<file path="src/rtl/memory_stage.sv">
// Memory pipeline stage: LOAD/STORE via req/ready handshake with upstream stall,
// all other instructions pass through one register stage to write-back.
module memory_stage #(
  parameter int unsigned DATA_W   = 16,
  parameter int unsigned ADDR_W   = 16,
  parameter logic [4:0]  OP_LOAD  = 5'b01100,
  parameter logic [4:0]  OP_STORE = 5'b01110
) (
  input  logic              clk,
  input  logic              rst_n,
  input  logic              valid_in,
  input  logic [4:0]        control_in,
  input  logic [4:0]        dest_index_in,
  input  logic [DATA_W-1:0] result_in,
  input  logic [DATA_W-1:0] store_data_in,
  input  logic              reg_write_en_in,
  output logic              stall,
  output logic              mem_req,
  output logic              mem_we,
  output logic [ADDR_W-1:0] mem_addr,
  output logic [DATA_W-1:0] mem_wdata,
  input  logic              mem_ready,
  input  logic [DATA_W-1:0] mem_rdata,
  output logic              valid_out,
  output logic [4:0]        control_out,
  output logic [4:0]        dest_index_out,
  output logic [DATA_W-1:0] wb_data,
  output logic              wb_en
);

  typedef enum logic {IDLE = 1'b0, ACCESS = 1'b1} state_t;

  state_t            state_q;
  state_t            state_d;
  logic              is_mem;
  logic              lat_we;
  logic [ADDR_W-1:0] lat_addr;
  logic [DATA_W-1:0] lat_wdata;
  logic [4:0]        lat_ctrl;
  logic [4:0]        lat_dest;
  logic              lat_wen;

  assign is_mem = valid_in & ((control_in == OP_LOAD) | (control_in == OP_STORE));

  // State register
  always_ff @(posedge clk or negedge rst_n) begin
    if (!rst_n) state_q <= IDLE;
    else        state_q <= state_d;
  end

  // Next-state logic
  always_comb begin
    state_d = state_q;
    case (state_q)
      IDLE:    if (is_mem)    state_d = ACCESS;
      ACCESS:  if (mem_ready) state_d = IDLE;
      default: state_d = IDLE;
    endcase
  end

  // Handshake outputs; gated by rst_n so reset forces them low without a clock edge
  always_comb begin
    stall   = 1'b0;
    mem_req = 1'b0;
    case (state_q)
      IDLE:    stall = is_mem;
      ACCESS: begin
        mem_req = 1'b1;
        stall   = ~mem_ready;
      end
      default: ;
    endcase
    stall   = stall & rst_n;
    mem_req = mem_req & rst_n;
  end

  assign mem_we    = lat_we;
  assign mem_addr  = lat_addr;
  assign mem_wdata = lat_wdata;

  // Access latch and write-back register
  always_ff @(posedge clk or negedge rst_n) begin
    if (!rst_n) begin
      lat_we         <= 1'b0;
      lat_addr       <= '0;
      lat_wdata      <= '0;
      lat_ctrl       <= '0;
      lat_dest       <= '0;
      lat_wen        <= 1'b0;
      valid_out      <= 1'b0;
      control_out    <= '0;
      dest_index_out <= '0;
      wb_data        <= '0;
      wb_en          <= 1'b0;
    end else begin
      case (state_q)
        IDLE: begin
          if (is_mem) begin
            lat_we    <= (control_in == OP_STORE);
            lat_addr  <= result_in[ADDR_W-1:0];
            lat_wdata <= store_data_in;
            lat_ctrl  <= control_in;
            lat_dest  <= dest_index_in;
            lat_wen   <= reg_write_en_in;
            valid_out <= 1'b0;
            wb_en     <= 1'b0;
          end else if (valid_in) begin
            valid_out      <= 1'b1;
            control_out    <= control_in;
            dest_index_out <= dest_index_in;
            wb_data        <= result_in;
            wb_en          <= reg_write_en_in;
          end else begin
            valid_out <= 1'b0;
            wb_en     <= 1'b0;
          end
        end
        ACCESS: begin
          if (mem_ready) begin
            valid_out      <= 1'b1;
            control_out    <= lat_ctrl;
            dest_index_out <= lat_dest;
            wb_data        <= lat_we ? DATA_W'(lat_addr) : mem_rdata;
            wb_en          <= lat_we ? 1'b0 : lat_wen;
          end else begin
            valid_out <= 1'b0;
            wb_en     <= 1'b0;
          end
        end
        default: begin
          valid_out <= 1'b0;
          wb_en     <= 1'b0;
        end
      endcase
    end
  end

endmodule

</file>
<file path="config.mk">
export PLATFORM = sky130hd
export DESIGN_NAME = memory_stage
export DESIGN_NICKNAME = d
export VERILOG_FILES = /design/src/rtl/memory_stage.sv
export SDC_FILE = /design/constraint.sdc
export NUM_CORES = 1
export LEC_CHECK = 0
export CELL_PAD_IN_SITES_DETAIL_PLACEMENT = 1
export CELL_PAD_IN_SITES_GLOBAL_PLACEMENT = 2
export CORE_MARGIN = 2
export CORE_UTILIZATION = 25
export CTS_CLUSTER_SIZE = 24
export DETAILED_ROUTE_END_ITERATION = 16
export GPL_ROUTABILITY_DRIVEN = 1
export PLACE_DENSITY = 0.73
export SLEW_MARGIN = 20
export SYNTH_ARGS = -nofsm -noshare
export SYNTH_HDL_FRONTEND = slang
export SYNTH_SLANG_ARGS = --single-unit
</file>
<file path="constraint.sdc">
create_clock -name clk -period 1.28 [get_ports clk]
set_input_delay 0.256 -clock clk [delete_from_list [all_inputs] [get_ports clk]]
set_output_delay 0.256 -clock clk [all_outputs]
set_load 0.005 [all_outputs]
</file>
==> impl_metrics.csv, run 1 <==
group,metric,value,unit
logic_synthesis,yosysSeqAreaShare,57.5,%
placement,gp_congestion,0.723,
timing,relSlewSlack,43.4,%
logic_synthesis,ys_seq_elements,73,
global_route,grt_start_max_net_pins,65,
critical_path,r2r-end,"mem_addr[0]$_DFFE_PN0P_",
timing,fmax,630,MHz
power,p_leak,2.71,nW
global_route,grt_pass1_wl,15600,um
die,die_h,117,um
logic_synthesis,yosys.area.top_type,"dfrtp_1",
global_route,antenna_found_initial,0,
job,maxCapViolations,0,
timing,fin_crit_sh,124,%
global_route,grt_overflow,0,
power,p_clk_share,36.0,%
placement,hpwlAfterDp,6540,um
power,p_per_area,1430,nW/um^2
critical_path,endpoint_kind,"flip-flop",
critical_path,cp_max_fo,6,
critical_path,reg2reg_from,"state_q$_DFF_PN0_",
power,combPwrFrac,27.0,%
logic_synthesis,synth-edff-count,0,
timing,rsz0062_at_grt,"yes",
clock_tree,cts_root_buf,"clkbuf_16",
die,die-area,13600,um^2
power,seq_power_share,37.0,%
logic_synthesis,synth_cells,223,
critical_path,rrSetupSlack,-0.31,ns
power,ir_drop,0.000532,V
timing,finalHoldViolCount,0,
global_route,track_usage,15.3,%
logic_synthesis,synthArstFlopShare,100,%
final_layout,stdcell_area,5630,um^2
drt,first_iter_violations,77,
die,initial_core_util,25.4,%
drt,wl,10200,um
timing,hold_ws,0.171,ns
critical_path,cp.arrival,1.81,ns
final_layout,area_growth,77.2,%
timing,maxSlewViolCount,0,
power,power.internal,6.09,mW
critical_path,timing.reg2reg.worst_path_depth,5,
clock_tree,cts_buffer_depth,2,
logic_synthesis,netlist.area_leader.share,57.5,%
timing,finalCriticalPeriod,1.59,ns
logic_synthesis,syn-cell-area,3180,um^2
min_path,holdCritPathClass,"in -> async",
clock_tree,cts_tree,"built",
logic_synthesis,syn_nets,286,
placement,placed_area,4790,um^2
logic_synthesis,synthTopCellsByArea,"dfrtp_1 (57%), mux2_4 (14%), a221o_1 (5.0%)",
drt,viasPerCell,4.42,
critical_path,crit_cells,5,
drt,drcViolationCount,0,
clock_tree,insertion_delay,0.34,ns
final_layout,final_nets,481,
die,pin_count,126,
status,violations,"negative setup slack",
die,rows,41,
timing,worst_slew_pin_slew,0.849,ns
logic_synthesis,yosysUniqueCellTypes,27,
clock_tree,clkTransAtPathRegs,0.06,ns
logic_synthesis,syn_area_per_cell,14.3,um^2
placement,port_buffers,125,
timing,setup_viol,70,
clock_tree,cts_made_buffers,9,
critical_path,cp-start-kind,"flip-flop",
logic_synthesis,synth_most_common_cell,"dfrtp_1",
timing,setup_ws,-0.306,ns
critical_path,max_stage_delay,0.39,ns
logic_synthesis,synth_commonest_cells,"dfrtp_1 (73), mux2_4 (30), a221o_1 (16), mux2i_1 (16), nor2_1 (16)",
timing,finalClockSkew,0.00629,ns
final_layout,antenna_cells,0,
critical_path,worstPathRequired,1.50,ns
logic_synthesis,yosysWarnings,0,
power,power,8.08,mW
clock_tree,cts_sinks,73,
critical_path,crit_chain,"and2b_2 > nand2_4 > buf_6 > bufbuf_16 > mux2_4",
status,status,"complete, but fails checks",
drt,post_drt_wl_per_cell,17.2,um
final_layout,multi_input_area,1310,um^2
logic_synthesis,ys.flop_type,"dfrtp_1",
global_route,grt_pass1_vias,2891,
die,die_x,117,um
final_layout,fillerInstances,1350,
critical_path,cp_top_family,"buffers and inverters",
critical_path,crit_buf_inv,2,
clock_tree,h-tree-depth,3,
critical_path,worstSetupPathType,"reg -> reg",
final_layout,layout-drive-gt1-share,34.0,%
drt,first_pass_iters,4,
power,net-switching-power,1.99,mW
final_layout,regArea,1830,um^2
power,swShare,24.6,%
critical_path,crit_slowest_cell,"dfrtp_1",
drt,num_vias,2629,
drt,drtAntennaViolNets,0,
die,fp.coreArea,12500,um^2
==> per-layer routing <==
metal	part of all wire (%)	GRT usage, %	up-vias
li1	-	-	1205
met1	41	18.3	1321
met2	52	26.5	93
met3	6.0	4.33	10
met4	0.99	5.10	0
met5	0	0	-
==> worst register-to-register path, delay by kind of cell (launching register included) <==
family,cells,cell delay [ns]
DFF,1,0.39
and+or+nand+nor,2,0.34
buffers and inverters,2,0.45
muxes,1,0.29
==> power groups by stage <==
| stage | clock network (mW) | logic [mW] | registers, mW |
|---|---|---|---|
| 3_3_place_gp | 0 | 1.94 | 3.04 |
| 6_report | 2.91 | 2.18 | 2.99 |
| 4_1_cts | 3.00 | 2.00 | 2.99 |
| 2_1_floorplan | 0 | 0.768 | 3.03 |
| 3_5_place_dp | 0 | 1.97 | 3.05 |
| 5_1_grt | 3.13 | 2.36 | 3.04 |
==> flip-flops by register name, summed over array words and instances, names as in the netlist, 5 cells and up <==
| name | cells |
|---|---|
| dest_index_out | 5 |
| mem_addr | 16 |
| lat_ctrl | 5 |
| control_out | 5 |
| wb_data | 16 |
| lat_dest | 5 |
| mem_wdata | 16 |
==> cell families after synthesis <==
group	Yosys count	share of synthesized area (%)
compound gates	39	10.2
mux	56	22.7
flops	73	57.5
buf+inv	21	3.86
simple gates	34	5.75
==> placed cells by master, fill, tap and decap left out, types with 2 or more instances in the layout <==
master | synthesis | routed
dfrtp_1 | 73 | 73
buf_12 | 0 | 5
inv_1 | 8 | 7
o22ai_1 | 2 | 2
clkinvlp_4 | 0 | 2
nor2_1 | 16 | 16
nand2b_1 | 6 | 6
a221o_1 | 16 | 16
buf_6 | 4 | 6
a21oi_1 | 10 | 10
and2_1 | 4 | 3
clkdlybuf4s15_1 | 0 | 25
buf_16 | 0 | 2
bufinv_16 | 0 | 3
dlygate4sd2_1 | 0 | 38
nand2_1 | 3 | 3
buf_4 | 2 | 56
buf_2 | 5 | 2
mux2_4 | 30 | 30
mux2i_1 | 16 | 16
o221a_2 | 2 | 2
clkdlybuf4s50_1 | 0 | 57
mux2_2 | 6 | 6
clkbuf_16 | 0 | 10
mux2_1 | 4 | 4
o32ai_2 | 0 | 6
==> metrics by stage <==
stage          instances  setup WS (ns)  setup TNS (ns)  utilization, %
2_1_floorplan        223        -0.0803           -3.32               -
3_3_place_gp         533         -0.847          -44.00            38.3
3_5_place_dp         533         -0.871          -45.17            38.3
4_1_cts              575         -0.326          -15.02            43.4
5_1_grt              595         -0.366          -17.94            45.0
6_report             595         -0.306          -14.18            45.0
==> layout make-up <==
cell class | instances | area share (%)
Timing Repair Buffer | 197 | 33.8
Sequential cell | 73 | 32.4
Multi-Input combinational cell | 129 | 23.3
Clock buffer | 9 | 4.00
Tap cell | 172 | 3.82
Clock inverter | 7 | 2.11
Inverter | 8 | 0.533
==> worst max path at each step <==
stage / start / end
6_report: state_q$_DFF_PN0_ / mem_addr[0]$_DFFE_PN0P_
5_1_grt: state_q$_DFF_PN0_ / stall
4_1_cts: state_q$_DFF_PN0_ / stall
3_5_place_dp: control_in[4] / wb_data[15]$_DFFE_PN0P_
3_3_place_gp: control_in[4] / wb_data[5]$_DFFE_PN0P_
2_1_floorplan: state_q$_DFF_PN0_ / lat_ctrl[1]$_DFFE_PN0P_
==> what timing repair did <==
item,4_1_cts,5_1_grt
endpoints found under the setup margin,130,107
cloned,3,1
pin swaps,3,2
hold endpoints to repair,9,0
gates resized for setup,93,29
buffers inserted,23,19
hold buffers,1,0
(Power assumes the default switching activity.)
==> run 2, diff against run 1 <==
Settings changed: CTS_CLUSTER_SIZE 24 to 40, GPL_TIMING_DRIVEN set to 0.
==> impl_metrics.csv, run 2 (synthesized netlist as in run 1, its figures left out) <==
group,metric,value,unit
final_layout,antenna_cells,0,
placement,hpwlAfterDp,6490,um
final_layout,final_nets,477,
power,seq_power_share,39.8,%
power,combPwrFrac,29.5,%
final_layout,fin_util,46.4,%
timing,finalClockSkew,0.00510,ns
placement,preCtsSetupSlack,-1.16,ns
power,power,7.56,mW
timing,rsz0062_at_grt,"yes",
status,violations,"negative hold slack, negative setup slack",
drt,num_vias,2646,
clock_tree,cts_made_buffers,9,
timing,fin_setup_tns,-24.47,ns
timing,worst_slew_pin_slew,0.315,ns
final_layout,layout_commonest_cell,"dfrtp_1",
clock_tree,cts_root_buf,"clkbuf_16",
timing,setup_ws,-0.438,ns
power,p_leak,2.73,nW
timing,relSlewSlack,79.0,%
drt,first_iter_violations,67,
placement,gp_congestion,0.691,
timing,finalHoldViolCount,35,
critical_path,cp_max_fo,5,
global_route,track_usage,15.4,%
die,rows,41,
power,power.internal,5.60,mW
global_route,grt_pass1_vias,2868,
critical_path,worstPathRequired,1.50,ns
drt,viasPerCell,4.49,
drt,drcViolationCount,0,
job,maxCapViolations,0,
timing,maxSlewViolCount,0,
final_layout,area_growth,82.5,%
clock_tree,cts_sinks,73,
critical_path,worstSetupPathType,"reg -> reg",
critical_path,cp.arrival,1.94,ns
final_layout,layout-drive-gt1-share,34.8,%
global_route,antenna_found_initial,0,
clock_tree,insertion_delay,0.34,ns
die,pin_count,126,
power,swShare,26.0,%
clock_tree,cts_buffer_depth,2,
placement,port_buffers,125,
global_route,grt_overflow,0,
power,p_per_area,1300,nW/um^2
die,die-area,13600,um^2
drt,post_drt_wl_per_cell,18.3,um
final_layout,fillerInstances,1339,
critical_path,timing.reg2reg.worst_path_depth,7,
global_route,grt_start_max_net_pins,38,
drt,drtAntennaViolNets,0,
power,p_clk_share,30.8,%
timing,finalCriticalPeriod,1.72,ns
timing,fmax,582,MHz
critical_path,endpoint_kind,"flip-flop",
min_path,holdCritPathClass,"in -> async",
timing,hold_ws,-0.207,ns
die,die_x,117,um
status,status,"complete, but fails checks",
drt,first_pass_iters,4,
global_route,grt_pass1_wl,15600,um
die,die_h,117,um
power,net-switching-power,1.96,mW
critical_path,cp-start-kind,"flip-flop",
clock_tree,cts_tree,"built",
final_layout,mostFrequentLayoutCells,"dfrtp_1 (73), clkdlybuf4s50_1 (57), dlygate4sd2_1 (41)",
power,ir_drop,0.000463,V
timing,setup_viol,72,
timing,fin_crit_sh,134,%
drt,wl,10800,um
clock_tree,h-tree-depth,3,
clock_tree,clkTransAtPathRegs,0.05,ns
die,fp.coreArea,12500,um^2
die,initial_core_util,25.4,%
run 2: cell types whose count changed in the layout (fill, tap and decap cells not counted), moves of 7 or more:
cell	change
buf_4	-22
a21oi_1	-7
a21oi_2	+7
buf_6	+11
run 2: layer usage:
layer,wire (um),vias to the layer above,global-route usage (%)
li1,-,1206,-
met1,4680,1342,19.2
met2,5360,90,25.5
met3,661,8,5.05
met4,93,0,4.94
met5,0,-,0
run 2: critical path, cell delays in order, from the launching register on:
cell and delay, ns:
dfrtp_1 0.38, and2b_4 0.30, nand2_8 0.07, buf_4 0.14, buf_12 0.13, buf_12 0.13, clkbuf_16 0.15, mux2_4 0.29
run 2: path summary, 6_finish.rpt:
path / startpoint / endpoint / slack, ns
worst max-delay path: state_q$_DFF_PN0_ / mem_wdata[14]$_DFFE_PN0P_ / -0.44
worst max register to register: state_q$_DFF_PN0_ / mem_wdata[14]$_DFFE_PN0P_ / -0.44
max in group asynchronous: rst_n / mem_wdata[4]$_DFFE_PN0P_ / 0.93
worst min register to register: lat_ctrl[0]$_DFFE_PN0P_ / lat_ctrl[0]$_DFFE_PN0P_ / 0.49
min in group clk: control_in[4] / control_out[4]$_DFFE_PN0P_ / 0.38
worst min-delay path: rst_n / mem_wdata[7]$_DFFE_PN0P_ / -0.21
run 2: power by group through the flow:
stage          logic, mW  registers, mW  clock network, mW
3_5_place_dp        1.95           3.03                  0
3_3_place_gp        1.93           3.02                  0
4_1_cts             2.06           2.98               2.39
6_report            2.23           3.01               2.32
5_1_grt             2.41           3.06               2.50
2_1_floorplan      0.768           3.03                  0
run 2: layout make-up:
| cell class | instances | area, um^2 | share of cell area (%) |
|---|---|---|---|
| Clock buffer | 14 | 264 | 4.55 |
| Multi-Input combinational cell | 129 | 1440 | 24.8 |
| Buffer | 10 | 133 | 2.29 |
| Tap cell | 172 | 215 | 3.71 |
| Sequential cell | 73 | 1830 | 31.5 |
| Inverter | 8 | 30.0 | 0.518 |
| Timing Repair Buffer | 183 | 1890 | 32.6 |
run 2: repair_timing:
item	in CTS	in global routing
endpoints found under the setup margin	136	96
pin swaps	3	0
endpoints found under the hold margin	35	35
setup buffers	35	19
gates resized for setup	117	63
gates cloned	3	3
run 2: metrics by stage:
step	cell area (um^2)	hold WS [ns]	instances
after floorplan	3210	-0.0396	223
after global placement	4680	0.462	520
after detailed placement	4690	0.259	521
after CTS	5380	-0.206	573
after global routing	5800	-0.197	589
final	5800	-0.207	589
